$ cat src/rtl/ps2_pkg.sv
// ============================================================================
//  Module      : ps2_pkg
//  Description : Shared types and constants for the PS/2 host command path:
//                sequencer state encoding, device reply codes, host command
//                codes, error codes and the odd-parity helper.
//  Revision    : 1.0  initial release
// ============================================================================
`default_nettype none

package ps2_pkg;

    // Command sequencer states
    typedef enum logic [2:0] {
        ST_IDLE     = 3'd0,
        ST_INHIBIT  = 3'd1,
        ST_REQ      = 3'd2,
        ST_TX       = 3'd3,
        ST_LACK     = 3'd4,
        ST_WAIT_ACK = 3'd5
    } state_e;

    // Device reply bytes
    localparam logic [7:0] ACK     = 8'hFA;
    localparam logic [7:0] RESEND  = 8'hFE;
    localparam logic [7:0] BAT     = 8'hAA;

    // Host command bytes
    localparam logic [7:0] SET_LED = 8'hED;
    localparam logic [7:0] RESET   = 8'hFF;

    // Error codes reported on err_code
    localparam logic [1:0] ERR_LINE_ACK = 2'd0;
    localparam logic [1:0] ERR_FRAME_TO = 2'd1;
    localparam logic [1:0] ERR_REPLY_TO = 2'd2;
    localparam logic [1:0] ERR_RESEND   = 2'd3;

    // Parity bit that makes the 9-bit word (data + parity) have odd weight
    function automatic logic odd_parity(input logic [7:0] b);
        return ~^b;
    endfunction

endpackage

`default_nettype wire

$ cat src/rtl/ps2_cmd_ctrl_if.sv
// ============================================================================
//  Module      : ps2_cmd_ctrl_if
//  Description : Command handshake and receiver byte-stream bundle for the
//                PS/2 command sequencer. master = host/receiver side,
//                slave = sequencer.
//  Revision    : 1.0  initial release
// ============================================================================
`default_nettype none

interface ps2_cmd_ctrl_if;
    logic       cmd_valid;
    logic       cmd_ready;
    logic [7:0] cmd_byte;
    logic       cmd_has_arg;
    logic [7:0] cmd_arg;
    logic       done;
    logic       err;
    logic [1:0] err_code;
    logic       rx_busy;
    logic       rx_valid;
    logic [7:0] rx_byte;

    modport master (
        output cmd_valid, cmd_byte, cmd_has_arg, cmd_arg,
        output rx_busy, rx_valid, rx_byte,
        input  cmd_ready, done, err, err_code
    );

    modport slave (
        input  cmd_valid, cmd_byte, cmd_has_arg, cmd_arg,
        input  rx_busy, rx_valid, rx_byte,
        output cmd_ready, done, err, err_code
    );
endinterface

`default_nettype wire

$ cat src/rtl/ps2_edge_sync.sv
// ============================================================================
//  Module      : ps2_edge_sync
//  Description : 4-stage synchronizer for one raw PS/2 line with a
//                falling-edge pulse (pattern 1,1,0,0 oldest to newest).
//                Shared with the PS/2 receiver so both see identical edges.
//  Revision    : 1.0  initial release
// ============================================================================
`default_nettype none

module ps2_edge_sync (
    input  wire logic clk,
    input  wire logic rst_n,
    input  wire logic line_i,
    output logic      level_o,
    output logic      fall_o
);

    logic [3:0] sh_q;

    // Shift the raw line in; reset to the idle-high level so no false edge
    always_ff @(posedge clk) begin
        if (!rst_n) sh_q <= 4'b1111;
        else        sh_q <= {sh_q[2:0], line_i};
    end

    assign fall_o  = (sh_q == 4'b1100);
    // Level taken from the stage that just confirmed a low on a fall
    assign level_o = sh_q[1];

endmodule

`default_nettype wire

$ cat src/rtl/ps2_cmd_ctrl.sv
// ============================================================================
//  Module      : ps2_cmd_ctrl
//  Description : PS/2 host-to-device command sequencer. Inhibits the clock,
//                issues request-to-send, shifts out a byte with odd parity,
//                checks the line-ack and waits for the 8'hFA / 8'hFE reply.
//                Optional argument byte is sent after the command is acked.
//  Config      : PS2_CMD_RETRY_EN - when defined, 8'hFE causes up to
//                MAX_RETRY resends; otherwise 8'hFE aborts with code 3.
//  Revision    : 1.0  initial release
// ============================================================================
`default_nettype none

module ps2_cmd_ctrl
    import ps2_pkg::*;
#(
    parameter int INHIBIT_CYC  = 5000,
    parameter int FRAME_TO_CYC = 100000,
    parameter int ACK_TO_CYC   = 1000000,
    parameter int MAX_RETRY    = 2
) (
    input  wire logic       clk,
    input  wire logic       rst_n,
    input  wire logic       PS2_Clk,
    input  wire logic       PS2_Din,
    output logic            ps2_clk_oe,
    output logic            ps2_dat_oe,
    ps2_cmd_ctrl_if.slave   bus
);

    localparam int MAX_A   = (INHIBIT_CYC > FRAME_TO_CYC) ? INHIBIT_CYC : FRAME_TO_CYC;
    localparam int MAX_CYC = (MAX_A > ACK_TO_CYC) ? MAX_A : ACK_TO_CYC;
    localparam int CNT_W   = $clog2(MAX_CYC + 1);

    localparam logic [CNT_W-1:0] INH_LAST = CNT_W'(INHIBIT_CYC - 1);
    localparam logic [CNT_W-1:0] FTO_LAST = CNT_W'(FRAME_TO_CYC - 1);
    localparam logic [CNT_W-1:0] ATO_LAST = CNT_W'(ACK_TO_CYC - 1);

    logic w_clk_lvl, w_clk_fall;
    logic w_dat_lvl, w_dat_fall;
    logic w_unused_lines;

    ps2_edge_sync u_clk_sync (
        .clk     (clk),
        .rst_n   (rst_n),
        .line_i  (PS2_Clk),
        .level_o (w_clk_lvl),
        .fall_o  (w_clk_fall)
    );

    ps2_edge_sync u_dat_sync (
        .clk     (clk),
        .rst_n   (rst_n),
        .line_i  (PS2_Din),
        .level_o (w_dat_lvl),
        .fall_o  (w_dat_fall)
    );

    // Outputs of the shared synchronizer this block does not need
    assign w_unused_lines = &{1'b0, w_clk_lvl, w_dat_fall, (MAX_RETRY > 0)};

    state_e           state_q;
    logic [CNT_W-1:0] cnt_q;
    logic [3:0]       bit_cnt_q;
    logic [7:0]       byte_q;
    logic [7:0]       arg_q;
    logic             arg_pend_q;
    logic             clk_oe_q;
    logic             dat_oe_q;
    logic             done_q;
    logic             err_q;
    logic [1:0]       err_code_q;

`ifdef PS2_CMD_RETRY_EN
    localparam int RETRY_W = (MAX_RETRY < 1) ? 1 : $clog2(MAX_RETRY + 1);
    logic [RETRY_W-1:0] retry_q;
`endif

    // The frame timer covers REQ through the line-ack so a device that stops
    // clocking anywhere in the frame cannot hang the sequencer.
    logic w_frame_to;
    assign w_frame_to = (cnt_q == FTO_LAST);

    // Sequencer: state, timers, frame shifting and registered line/status outputs
    always_ff @(posedge clk) begin
        if (!rst_n) begin
            state_q    <= ST_IDLE;
            cnt_q      <= '0;
            bit_cnt_q  <= '0;
            byte_q     <= '0;
            arg_q      <= '0;
            arg_pend_q <= 1'b0;
            clk_oe_q   <= 1'b0;
            dat_oe_q   <= 1'b0;
            done_q     <= 1'b0;
            err_q      <= 1'b0;
            err_code_q <= ERR_LINE_ACK;
`ifdef PS2_CMD_RETRY_EN
            retry_q    <= '0;
`endif
        end else begin
            done_q <= 1'b0;
            err_q  <= 1'b0;
            case (state_q)
                ST_IDLE: begin
                    clk_oe_q <= 1'b0;
                    dat_oe_q <= 1'b0;
                    if (bus.cmd_valid && bus.cmd_ready) begin
                        byte_q     <= bus.cmd_byte;
                        arg_q      <= bus.cmd_arg;
                        arg_pend_q <= bus.cmd_has_arg;
`ifdef PS2_CMD_RETRY_EN
                        retry_q    <= '0;
`endif
                        cnt_q      <= '0;
                        clk_oe_q   <= 1'b1;
                        state_q    <= ST_INHIBIT;
                    end
                end

                ST_INHIBIT: begin
                    if (cnt_q == INH_LAST) begin
                        cnt_q    <= '0;
                        dat_oe_q <= 1'b1;
                        state_q  <= ST_REQ;
                    end else begin
                        cnt_q <= cnt_q + 1'b1;
                    end
                end

                ST_REQ, ST_TX, ST_LACK: begin
                    if (w_frame_to) begin
                        err_q      <= 1'b1;
                        err_code_q <= ERR_FRAME_TO;
                        clk_oe_q   <= 1'b0;
                        dat_oe_q   <= 1'b0;
                        arg_pend_q <= 1'b0;
                        cnt_q      <= '0;
                        state_q    <= ST_IDLE;
                    end else begin
                        cnt_q <= cnt_q + 1'b1;
                        if (state_q == ST_REQ) begin
                            // Start bit held one cycle with the clock still low
                            if (clk_oe_q) begin
                                clk_oe_q <= 1'b0;
                            end else if (w_clk_fall) begin
                                dat_oe_q  <= ~byte_q[0];
                                bit_cnt_q <= 4'd1;
                                state_q   <= ST_TX;
                            end
                        end else if (state_q == ST_TX) begin
                            if (w_clk_fall) begin
                                bit_cnt_q <= bit_cnt_q + 4'd1;
                                if (bit_cnt_q < 4'd8) begin
                                    dat_oe_q <= ~byte_q[bit_cnt_q[2:0]];
                                end else if (bit_cnt_q == 4'd8) begin
                                    dat_oe_q <= ~odd_parity(byte_q);
                                end else begin
                                    dat_oe_q <= 1'b0;
                                    state_q  <= ST_LACK;
                                end
                            end
                        end else begin
                            if (w_clk_fall) begin
                                if (!w_dat_lvl) begin
                                    cnt_q   <= '0;
                                    state_q <= ST_WAIT_ACK;
                                end else begin
                                    err_q      <= 1'b1;
                                    err_code_q <= ERR_LINE_ACK;
                                    clk_oe_q   <= 1'b0;
                                    dat_oe_q   <= 1'b0;
                                    arg_pend_q <= 1'b0;
                                    cnt_q      <= '0;
                                    state_q    <= ST_IDLE;
                                end
                            end
                        end
                    end
                end

                ST_WAIT_ACK: begin
                    if (bus.rx_valid && (bus.rx_byte == ACK)) begin
                        cnt_q <= '0;
                        if (arg_pend_q) begin
                            byte_q     <= arg_q;
                            arg_pend_q <= 1'b0;
`ifdef PS2_CMD_RETRY_EN
                            retry_q    <= '0;
`endif
                            clk_oe_q   <= 1'b1;
                            state_q    <= ST_INHIBIT;
                        end else begin
                            done_q  <= 1'b1;
                            state_q <= ST_IDLE;
                        end
                    end else if (bus.rx_valid && (bus.rx_byte == RESEND)) begin
                        cnt_q <= '0;
`ifdef PS2_CMD_RETRY_EN
                        if (retry_q < RETRY_W'(MAX_RETRY)) begin
                            retry_q  <= retry_q + 1'b1;
                            clk_oe_q <= 1'b1;
                            state_q  <= ST_INHIBIT;
                        end else begin
                            err_q      <= 1'b1;
                            err_code_q <= ERR_RESEND;
                            clk_oe_q   <= 1'b0;
                            dat_oe_q   <= 1'b0;
                            arg_pend_q <= 1'b0;
                            state_q    <= ST_IDLE;
                        end
`else
                        err_q      <= 1'b1;
                        err_code_q <= ERR_RESEND;
                        clk_oe_q   <= 1'b0;
                        dat_oe_q   <= 1'b0;
                        arg_pend_q <= 1'b0;
                        state_q    <= ST_IDLE;
`endif
                    end else if (cnt_q == ATO_LAST) begin
                        err_q      <= 1'b1;
                        err_code_q <= ERR_REPLY_TO;
                        clk_oe_q   <= 1'b0;
                        dat_oe_q   <= 1'b0;
                        arg_pend_q <= 1'b0;
                        cnt_q      <= '0;
                        state_q    <= ST_IDLE;
                    end else begin
                        cnt_q <= cnt_q + 1'b1;
                    end
                end

                default: begin
                    clk_oe_q <= 1'b0;
                    dat_oe_q <= 1'b0;
                    cnt_q    <= '0;
                    state_q  <= ST_IDLE;
                end
            endcase
        end
    end

    assign ps2_clk_oe    = clk_oe_q;
    assign ps2_dat_oe    = dat_oe_q;
    assign bus.cmd_ready = (state_q == ST_IDLE) && !bus.rx_busy;
    assign bus.done      = done_q;
    assign bus.err       = err_q;
    assign bus.err_code  = err_code_q;

endmodule

`default_nettype wire
$ cat src/flat_wrapper.sv
// flat-port wrapper written by rule: the top's interface ports become plain ports
module ps2_cmd_ctrl_flat import ps2_pkg::*;
#(
    parameter int INHIBIT_CYC  = 5000,
    parameter int FRAME_TO_CYC = 100000,
    parameter int ACK_TO_CYC   = 1000000,
    parameter int MAX_RETRY    = 2
)
  (clk, rst_n, PS2_Clk, PS2_Din, ps2_clk_oe, ps2_dat_oe, bus_cmd_valid, bus_cmd_byte, bus_cmd_has_arg, bus_cmd_arg, bus_rx_busy, bus_rx_valid, bus_rx_byte, bus_cmd_ready, bus_done, bus_err, bus_err_code);
  ps2_cmd_ctrl_if bus_i ();
  input  wire logic clk;
  input  wire logic rst_n;
  input  wire logic PS2_Clk;
  input  wire logic PS2_Din;
  output logic ps2_clk_oe;
  output logic ps2_dat_oe;
  input wire logic [$bits(bus_i.cmd_valid)-1:0] bus_cmd_valid;
  input wire logic [$bits(bus_i.cmd_byte)-1:0] bus_cmd_byte;
  input wire logic [$bits(bus_i.cmd_has_arg)-1:0] bus_cmd_has_arg;
  input wire logic [$bits(bus_i.cmd_arg)-1:0] bus_cmd_arg;
  input wire logic [$bits(bus_i.rx_busy)-1:0] bus_rx_busy;
  input wire logic [$bits(bus_i.rx_valid)-1:0] bus_rx_valid;
  input wire logic [$bits(bus_i.rx_byte)-1:0] bus_rx_byte;
  output wire logic [$bits(bus_i.cmd_ready)-1:0] bus_cmd_ready;
  output wire logic [$bits(bus_i.done)-1:0] bus_done;
  output wire logic [$bits(bus_i.err)-1:0] bus_err;
  output wire logic [$bits(bus_i.err_code)-1:0] bus_err_code;
  assign bus_i.cmd_valid = bus_cmd_valid;
  assign bus_i.cmd_byte = bus_cmd_byte;
  assign bus_i.cmd_has_arg = bus_cmd_has_arg;
  assign bus_i.cmd_arg = bus_cmd_arg;
  assign bus_i.rx_busy = bus_rx_busy;
  assign bus_i.rx_valid = bus_rx_valid;
  assign bus_i.rx_byte = bus_rx_byte;
  assign bus_cmd_ready = bus_i.cmd_ready;
  assign bus_done = bus_i.done;
  assign bus_err = bus_i.err;
  assign bus_err_code = bus_i.err_code;
  ps2_cmd_ctrl #(.INHIBIT_CYC(INHIBIT_CYC), .FRAME_TO_CYC(FRAME_TO_CYC), .ACK_TO_CYC(ACK_TO_CYC), .MAX_RETRY(MAX_RETRY)) u_core (.clk(clk), .rst_n(rst_n), .PS2_Clk(PS2_Clk), .PS2_Din(PS2_Din), .ps2_clk_oe(ps2_clk_oe), .ps2_dat_oe(ps2_dat_oe), .bus(bus_i));
endmodule
$ cat config.mk
export PLATFORM = sky130hd
export DESIGN_NAME = ps2_cmd_ctrl_flat
export DESIGN_NICKNAME = d
export VERILOG_FILES = /design/src/rtl/ps2_pkg.sv /design/src/rtl/ps2_cmd_ctrl_if.sv /design/src/rtl/ps2_edge_sync.sv /design/src/rtl/ps2_cmd_ctrl.sv /design/src/flat_wrapper.sv
export SDC_FILE = /design/constraint.sdc
export NUM_CORES = 1
export LEC_CHECK = 0
export ABC_AREA = 0
export ABC_CLOCK_PERIOD_IN_PS = 5800
export CAP_MARGIN = 20
export CORE_MARGIN = 3
export CORE_UTILIZATION = 59
export DETAILED_ROUTE_END_ITERATION = 12
export PLACE_DENSITY = 0.81
export SLEW_MARGIN = 20
export SYNTH_ARGS = -nofsm -noshare
export SYNTH_HDL_FRONTEND = slang
export SYNTH_SLANG_ARGS = --single-unit
$ cat constraint.sdc
create_clock -name clk -period 5.8 [get_ports clk]
set_input_delay 1.16 -clock clk [delete_from_list [all_inputs] [get_ports clk]]
set_output_delay 1.16 -clock clk [all_outputs]
set_load 0.02 [all_outputs]
# Yosys cells after proc, flatten, opt, wreduce, memory -nomap -nowiden
# Index checks and enable logic that the tools add are counted.
[op_classes]
addsub = 2
magnitude_cmp = 2
n_eq_ne = 32
mux = 84
bitwise = 5
n_reduce_logical = 21
[op_table]
columns = ["operator", "count"]
rows = [
  ["20-bit two-way mux", 9],
  ["20-bit one-hot mux with 4 select lines", 1],
  ["3-bit two-way mux", 15],
  ["1-bit two-way mux", 35],
  ["8-bit two-way mux", 3],
  ["7-bit AND reduction", 3],
  ["20-bit by 1-bit adder with 20-bit output (second input constant)", 1],
  ["20-bit by 13-bit == test with 1-bit output (second input constant)", 1],
  ["20-bit by 17-bit == test with 1-bit output (second input constant)", 1],
  ["20-bit == test (second input constant)", 1],
  ["4-bit two-way mux", 5],
  ["8-bit == test (second input constant)", 2],
  ["2-bit two-way mux", 8],
  ["8-bit one-hot mux with 2 select lines", 1],
  ["3-bit by 2-bit inequality test with 1-bit output (second input constant)", 5],
  ["4-bit by 2-bit inequality test with 1-bit output (second input constant)", 3],
  ["3-bit one-hot mux with 4 select lines", 1],
  ["6-bit AND reduction", 2],
  ["5-bit by 3-bit inequality test with 1-bit output (second input constant)", 2],
  ["4-bit == test (second input constant)", 2],
  ["2-bit by 1-bit inequality test with 1-bit output (second input constant)", 4],
  ["8-bit XNOR reduction", 1],
  ["3-bit by 2-bit == test with 1-bit output (second input constant)", 2],
  ["3-bit == test (second input constant)", 2],
  ["25 further kinds", 36],
]
[totals]
regBits = 56
in_bits = 32
out_inout_bits = 7
word_cells = 159

# Logic depth before layout (Yosys ltp)
# Gate-level depths: netlist of run 1.
[logic_depth]
ltp_word = 9
ltp_mapped = 9
ltp_nobuf = 7

# By module
# Synthesis of run 1 repeated with hierarchy kept, for this count alone.
[unflattened]
cells_unflattened = 362
hier_area_um2 = 3101.7
[modules_own_cells]
columns = ["mod", "n_inst", "cells_per_inst", "area_per_inst_um2", "seq_area_each_um2"]
rows = [
  ["ps2_cmd_ctrl", 1, 344, 2866.5, 1001.0],
  ["ps2_edge_sync", 2, 9, 117.6, 80.1],
]

# Worst setup path after synthesis of run 1
# OpenSTA, ideal clock, no wires.
[synth_path]
path_kind = "input to output"
startpoint = "input port bus_rx_busy"
endpoint = "output port bus_cmd_ready"
arrival_time_ns = 1.787
required_ns = 4.640
slack_ns = 2.853
cell_stages = 1
path_buffers = 0
cell_sequence = "nor4_1"
[synth_between]
elab_chain_len = 2
[synth_lines]
columns = ["element", "line", "rtl"]
rows = [
  ["start, declared", "flat_wrapper.sv:21", "input wire logic [$bits(bus_i.rx_busy)-1:0] bus_rx_busy;"],
  ["1-bit zero test", "ps2_cmd_ctrl.sv:244", "assign bus.cmd_ready = (state_q == ST_IDLE) && !bus.rx_busy;"],
  ["1-bit logical AND", "ps2_cmd_ctrl.sv:244", ""],
  ["end, declared", "flat_wrapper.sv:24", "output wire logic [$bits(bus_i.cmd_ready)-1:0] bus_cmd_ready;"],
]
# No other way between the ends.

# Final worst setup path of run 1
# Same ends and word-level chain as after synthesis.

==> impl_metrics.ini, run 1 <==
[critical_path]
end_kind = output pin
cp.required_ps = 4640
cp_max_fo = 2
crit_start = bus_rx_busy
arrival_ps = 2610
worst-setup-path-type = input port to output pin
r2r_start = u_core.state_q[0]$_SDFFE_PN0P_
crit_path_end = bus_cmd_ready
startpoint_type = input port
worst-r2r-cell-count = 6
reg2reg_slack_ps = 2910
r2r-end = u_core.cnt_q[4]$_SDFFE_PN0N_

[synth]
synth_area_leaders = dfxtp_1 38%, nand2_1 5.6%, nor2_1 5.6%
yosysMostFrequentCell = dfxtp_1
synth_top_area_frac = 0.3789
syn_nets = 401
synth_flop_cell = dfxtp_1
synth_cells = 367
synth_top_cells_by_count = 56 x dfxtp_1, 44 x nand2_1, 44 x nor2_1
synth_top_cell_by_area = dfxtp_1
ys_seq_area_frac = 0.3789
synthDistinctLibCells = 53
avgSynthCellArea_um2 = 8.063
synthArstFlopShare = 0
ys_seq_elements = 56
synth_area_um2 = 2959
synth-edff-count = 0
ys.warnings.count = 0

[sta]
hold_viol_final = 0
tightest_slew_ps = 941.5
slew_viol_final = 0
skew_ps = 6.129
min_period_ps = 3774
max_slew_margin = 0.3694
fmax_mhz = 265.0
final-setup-viol-count = 0
finalCritPeriodShare = 0.6506
tns_ps = 0
grt_setup_unrepaired = no

[route]
avgViaCountPerCell = 6.167
wirelength_um = 7078
wl_per_cell_um = 15.35
drt_iter0_markers = 280
via_count = 2843
drt_pass1_iterations = 5
drc_errors = 0
antenna_left = 0

[run_status]
status = completed

[power_and_ir_drop]
leakage_uw = 0.001175
p_per_area_nw_per_um2 = 342.6
ir_drop_mv = 0.1635

[grt]
grt_max_degree = 30
antenna_found_initial = 0
first_global_vias = 2530
grt_pass1_wl_um = 12180
grt_overflow_total = 0
grt_util_all_layers = 0.2525

[layout]
drive_above_1_share = 0.03553
antennaDiodeCount = 0
syn2layout_area_growth_pct = 15.94
final_util = 0.7169
final_nets = 430

[clock_network]
cts_tree = built
postCtsSetupBuffers = 0
h-tree-depth = 2
cts-root-buf = clkbuf_8
worstSkewPairLatency_ps = 310
clock_path_buffers = 2
hold_buffers = 0
cts.sinks = 56
cts_buffers = 5
cts_resized = 0
clk_pin_slew_ps = 90

[floorplan]
start_util = 0.6183
dieWidth_um = 76.82
rows = 25
dieHeight_um = 76.82
io_pins = 39
core_area_um2 = 4786
die-area_um2 = 5901

[place]
hpwlAfterDp_um = 5232
gp_congestion = 0.8877
port_buffers = 38

[worst_hold_path]
worstHoldPathCells = 1
hp-class = flop to flop

[job]
max_cap_viol_count = 0
per-layer routing:
metal | GRT usage | routed length [µm]
met1 | 0.3637 | 3318
met2 | 0.3815 | 3090
met3 | 0.05047 | 531
met4 | 0.07246 | 138
met5 | 0 | 0
report_power, final:
group / total (µW) / switching, µW / internal, µW / leakage [µW]
Clock: 195 / 116 / 78.3 / 0.0000359
Combinational: 467 / 263 / 205 / 0.000684
Sequential: 513 / 73.5 / 440 / 0.000456
Total: 1180 / 453 / 723 / 0.00118
worst min path at each step:
stage / start / to / slack, ps
detailed placement: u_core.u_dat_sync.sh_q[0]$_SDFF_PN1_ / u_core.u_dat_sync.sh_q[1]$_SDFF_PN1_ / 400
finish: u_core.u_dat_sync.sh_q[0]$_SDFF_PN1_ / u_core.u_dat_sync.sh_q[1]$_SDFF_PN1_ / 430
global route: u_core.u_clk_sync.sh_q[1]$_SDFF_PN1_ / u_core.u_clk_sync.sh_q[2]$_SDFF_PN1_ / 450
global placement: u_core.u_dat_sync.sh_q[0]$_SDFF_PN1_ / u_core.u_dat_sync.sh_q[1]$_SDFF_PN1_ / 400
CTS: u_core.u_dat_sync.sh_q[0]$_SDFF_PN1_ / u_core.u_dat_sync.sh_q[1]$_SDFF_PN1_ / 430
floorplan: u_core.u_dat_sync.sh_q[0]$_SDFF_PN1_ / u_core.u_dat_sync.sh_q[1]$_SDFF_PN1_ / 390
registers in the layout, indices dropped and copies added (netlist names):
signal                  count
u_core.cnt_q               20
u_core.arg_q                8
u_core.byte_q               8
u_core.bit_cnt_q            4
u_core.u_clk_sync.sh_q      4
u_core.state_q              3
u_core.bus.err_code         2
u_core.u_dat_sync.sh_q      2
u_core.arg_pend_q           1
u_core.bus.done             1
u_core.bus.err              1
u_core.ps2_clk_oe           1
u_core.ps2_dat_oe           1
stage by stage:
stage	setup WS [ps]	std cells	total power (µW)	instance area, µm²	hold WS [ps]
2_1_floorplan	2853	367	858.3	2959	386.3
4_1_cts	2074	461	1169	3428	432.0
6_report	2026	461	1175	3431	432.1
3_3_place_gp	2024	456	963.7	3359	398.4
3_5_place_dp	1904	456	976.1	3359	398.5
5_1_grt	1976	461	1255	3431	452.3
worst max-delay path, stage by stage:
cell	delay, ps
clkdlybuf4s50_1	440
nor4_1	330
clkdlybuf4s50_1	680
area by class of cell:
type,count,area [µm²]
inverters,7,26.28
flip-flops and latches,56,1121
fillers,391,1355
multi-input cells,287,1743
repair buffers,39,387.9
well taps,67,83.83
clock buffers,5,68.82
cell families after synthesis:
logic type | share of synthesized area
simple gates | 0.3125
compound gates | 0.1818
flops | 0.3789
buf+inv | 0.03298
xor+xnor | 0.05328
mux | 0.03213
fa+ha+maj | 0.008455
placed cells by master (no fill, tap or decap), types with 5 or more instances in the layout:
| cell type | instances |
|---|---|
| xnor2_1 | 12 |
| inv_1 | 7 |
| nand4_1 | 8 |
| nand2b_1 | 14 |
| nand3_1 | 21 |
| mux2i_1 | 5 |
| and3_1 | 6 |
| a21oi_1 | 24 |
| clkdlybuf4s50_1 | 38 |
| o21ai_0 | 6 |
| clkbuf_8 | 5 |
| o31ai_1 | 5 |
| nor2b_1 | 6 |
| a311oi_1 | 9 |
| nor3_1 | 12 |
| dfxtp_1 | 56 |
| nand2_1 | 44 |
| xor2_1 | 6 |
| and2_1 | 5 |
| nor2_1 | 43 |
| a31oi_1 | 6 |
Power figures use the tool's default switching activity.
==> run 2: changes to the inputs <==
ABC_CLOCK_PERIOD_IN_PS = 3700   (was 5800)
CORE_UTILIZATION = 55   (was 59)
PLACE_DENSITY = 0.76   (was 0.81)
clock period = 3.7 ns   (was 5.8 ns; I/O delays follow)
==> impl_metrics.ini, run 2 (synthesis results as in run 1) <==
[clock_network]
cts-root-buf = clkbuf_8
cts_tree = built
clk_pin_slew_ps = 100
hold_buffers = 0
cts_resized = 0
h-tree-depth = 2
postCtsSetupBuffers = 0
cts.sinks = 56
worstSkewPairLatency_ps = 310
cts_buffers = 5
clock_path_buffers = 2

[critical_path]
path_cells = clkdlybuf4s50_1 > nor4_1 > clkdlybuf4s50_1
startpoint_type = input port
cp_max_fo = 2
worst-setup-path-type = input port to output pin
critPathMaxStageDelay_ps = 670
cp.required_ps = 2960
arrival_ps = 2080
end_kind = output pin
crit_top_cell = clkdlybuf4s50_1
crit_slowest_cell = clkdlybuf4s50_1

[sta]
slew_viol_final = 0
finalCritPeriodShare = 0.7616
hold_viol_final = 0
setup_slack_ps = 882.1
tightest_slew_ps = 674.0
fmax_mhz = 354.9
min_period_ps = 2818
tns_ps = 0
skew_ps = 12.11
max_slew_margin = 0.5498
final-setup-viol-count = 0
whs_ps = 432.2
grt_setup_unrepaired = no

[layout]
final_common_cell = dfxtp_1
seq_area_um2 = 1121
most-common-layout-cells = 56 x dfxtp_1, 44 x nor2_1, 44 x nand2_1, 38 x clkdlybuf4s50_1, 24 x a21oi_1
antennaDiodeCount = 0
final_nets = 435
syn2layout_area_growth_pct = 17.55
reg_top3 = u_core.cnt_q x20, u_core.arg_q x8, u_core.byte_q x8
fillers = 436
regMostFlops = u_core.cnt_q
drive_above_1_share = 0.04738
multi_input_area_um2 = 1740
fin_cells = 471
largest_register_ffs = 20

[route]
wirelength_um = 7032
wl_per_cell_um = 14.93
avgViaCountPerCell = 5.877
drt_pass1_iterations = 4
drt_iter0_markers = 228
antenna_left = 0
via_count = 2768
drc_errors = 0

[run_status]
status = completed

[worst_hold_path]
hp-class = flop to flop

[place]
dp_cells = 464
pre_cts_slack_ps = 870.0
hpwlAfterDp_um = 5128
gp_congestion = 0.8400
port_buffers = 38

[job]
max_cap_viol_count = 0

[power_and_ir_drop]
p_sw_frac = 0.3800
ir_drop_mv = 0.2729
p_per_area_nw_per_um2 = 535.2
p_comb_frac = 0.400
power_frac_clock = 0.171
intPower_uw = 1154
seqPwrFrac = 0.429
p_sw_uw = 707.3
power_uw = 1861
leakage_uw = 0.001205

[grt]
antenna_found_initial = 0
grt_overflow_total = 0
grt_util_all_layers = 0.2386
grt_max_degree = 20
first_global_vias = 2635
grt_pass1_wl_um = 12190

[floorplan]
start_util = 0.5757
die-area_um2 = 6296
dieWidth_um = 79.35
rows = 26
dieHeight_um = 79.35
io_pins = 39
core_area_um2 = 5140
run 2: cell count changes in the layout (fill, tap and decap cells not counted):
cell / change
buf_4: +5
clkbuf_1: +1
clkinv_2: +1
nor2_1: +1
nor2_2: -1
run 2: layer usage:
metal | wire length, µm | track usage | vias up
li1 | - | - | 1403
met3 | 408 | 0.04649 | 7
met4 | 79 | 0.08247 | 0
met2 | 2979 | 0.3519 | 76
met1 | 3565 | 0.3460 | 1282
met5 | 0 | 0 | -
run 2: final timing paths:
check,startpoint,to,slack (ps),cells after the start
min,u_core.u_dat_sync.sh_q[0]$_SDFF_PN1_,u_core.u_dat_sync.sh_q[1]$_SDFF_PN1_,430,1
min reg2reg,u_core.u_dat_sync.sh_q[0]$_SDFF_PN1_,u_core.u_dat_sync.sh_q[1]$_SDFF_PN1_,430,1
max,bus_rx_busy,bus_cmd_ready,880,3
max reg2reg,u_core.cnt_q[0]$_SDFFE_PN0N_,u_core.ps2_dat_oe$_SDFFE_PN0P_,1210,7
run 2: worst max-delay path, delay by kind of cell:
family	cells	cell delay (ps)
buf+inv	2	1120
simple gates	1	220
run 2: layout make-up:
type,count,area share
Timing Repair Buffer,44,0.1223
Sequential cell,56,0.3223
Inverter,7,0.007554
Tap cell,70,0.02518
Clock inverter,1,0.001439
Clock buffer,6,0.02086
Multi-Input combinational cell,287,0.5004
run 2: power groups by stage:
stage,sequential (µW),combinational [µW],clock [µW]
2_1_floorplan,771,575,0
3_3_place_gp,807,727,0
3_5_place_dp,809,737,0
4_1_cts,794,742,323
5_1_grt,814,832,348
6_report,798,744,319
run 2: stage by stage:
stage               cell area (µm²)    util
floorplan                      2959       -
global placement               3401  0.6616
detailed placement             3401  0.6616
CTS                            3478  0.6767
global route                   3478  0.6767
finish                         3478  0.6767
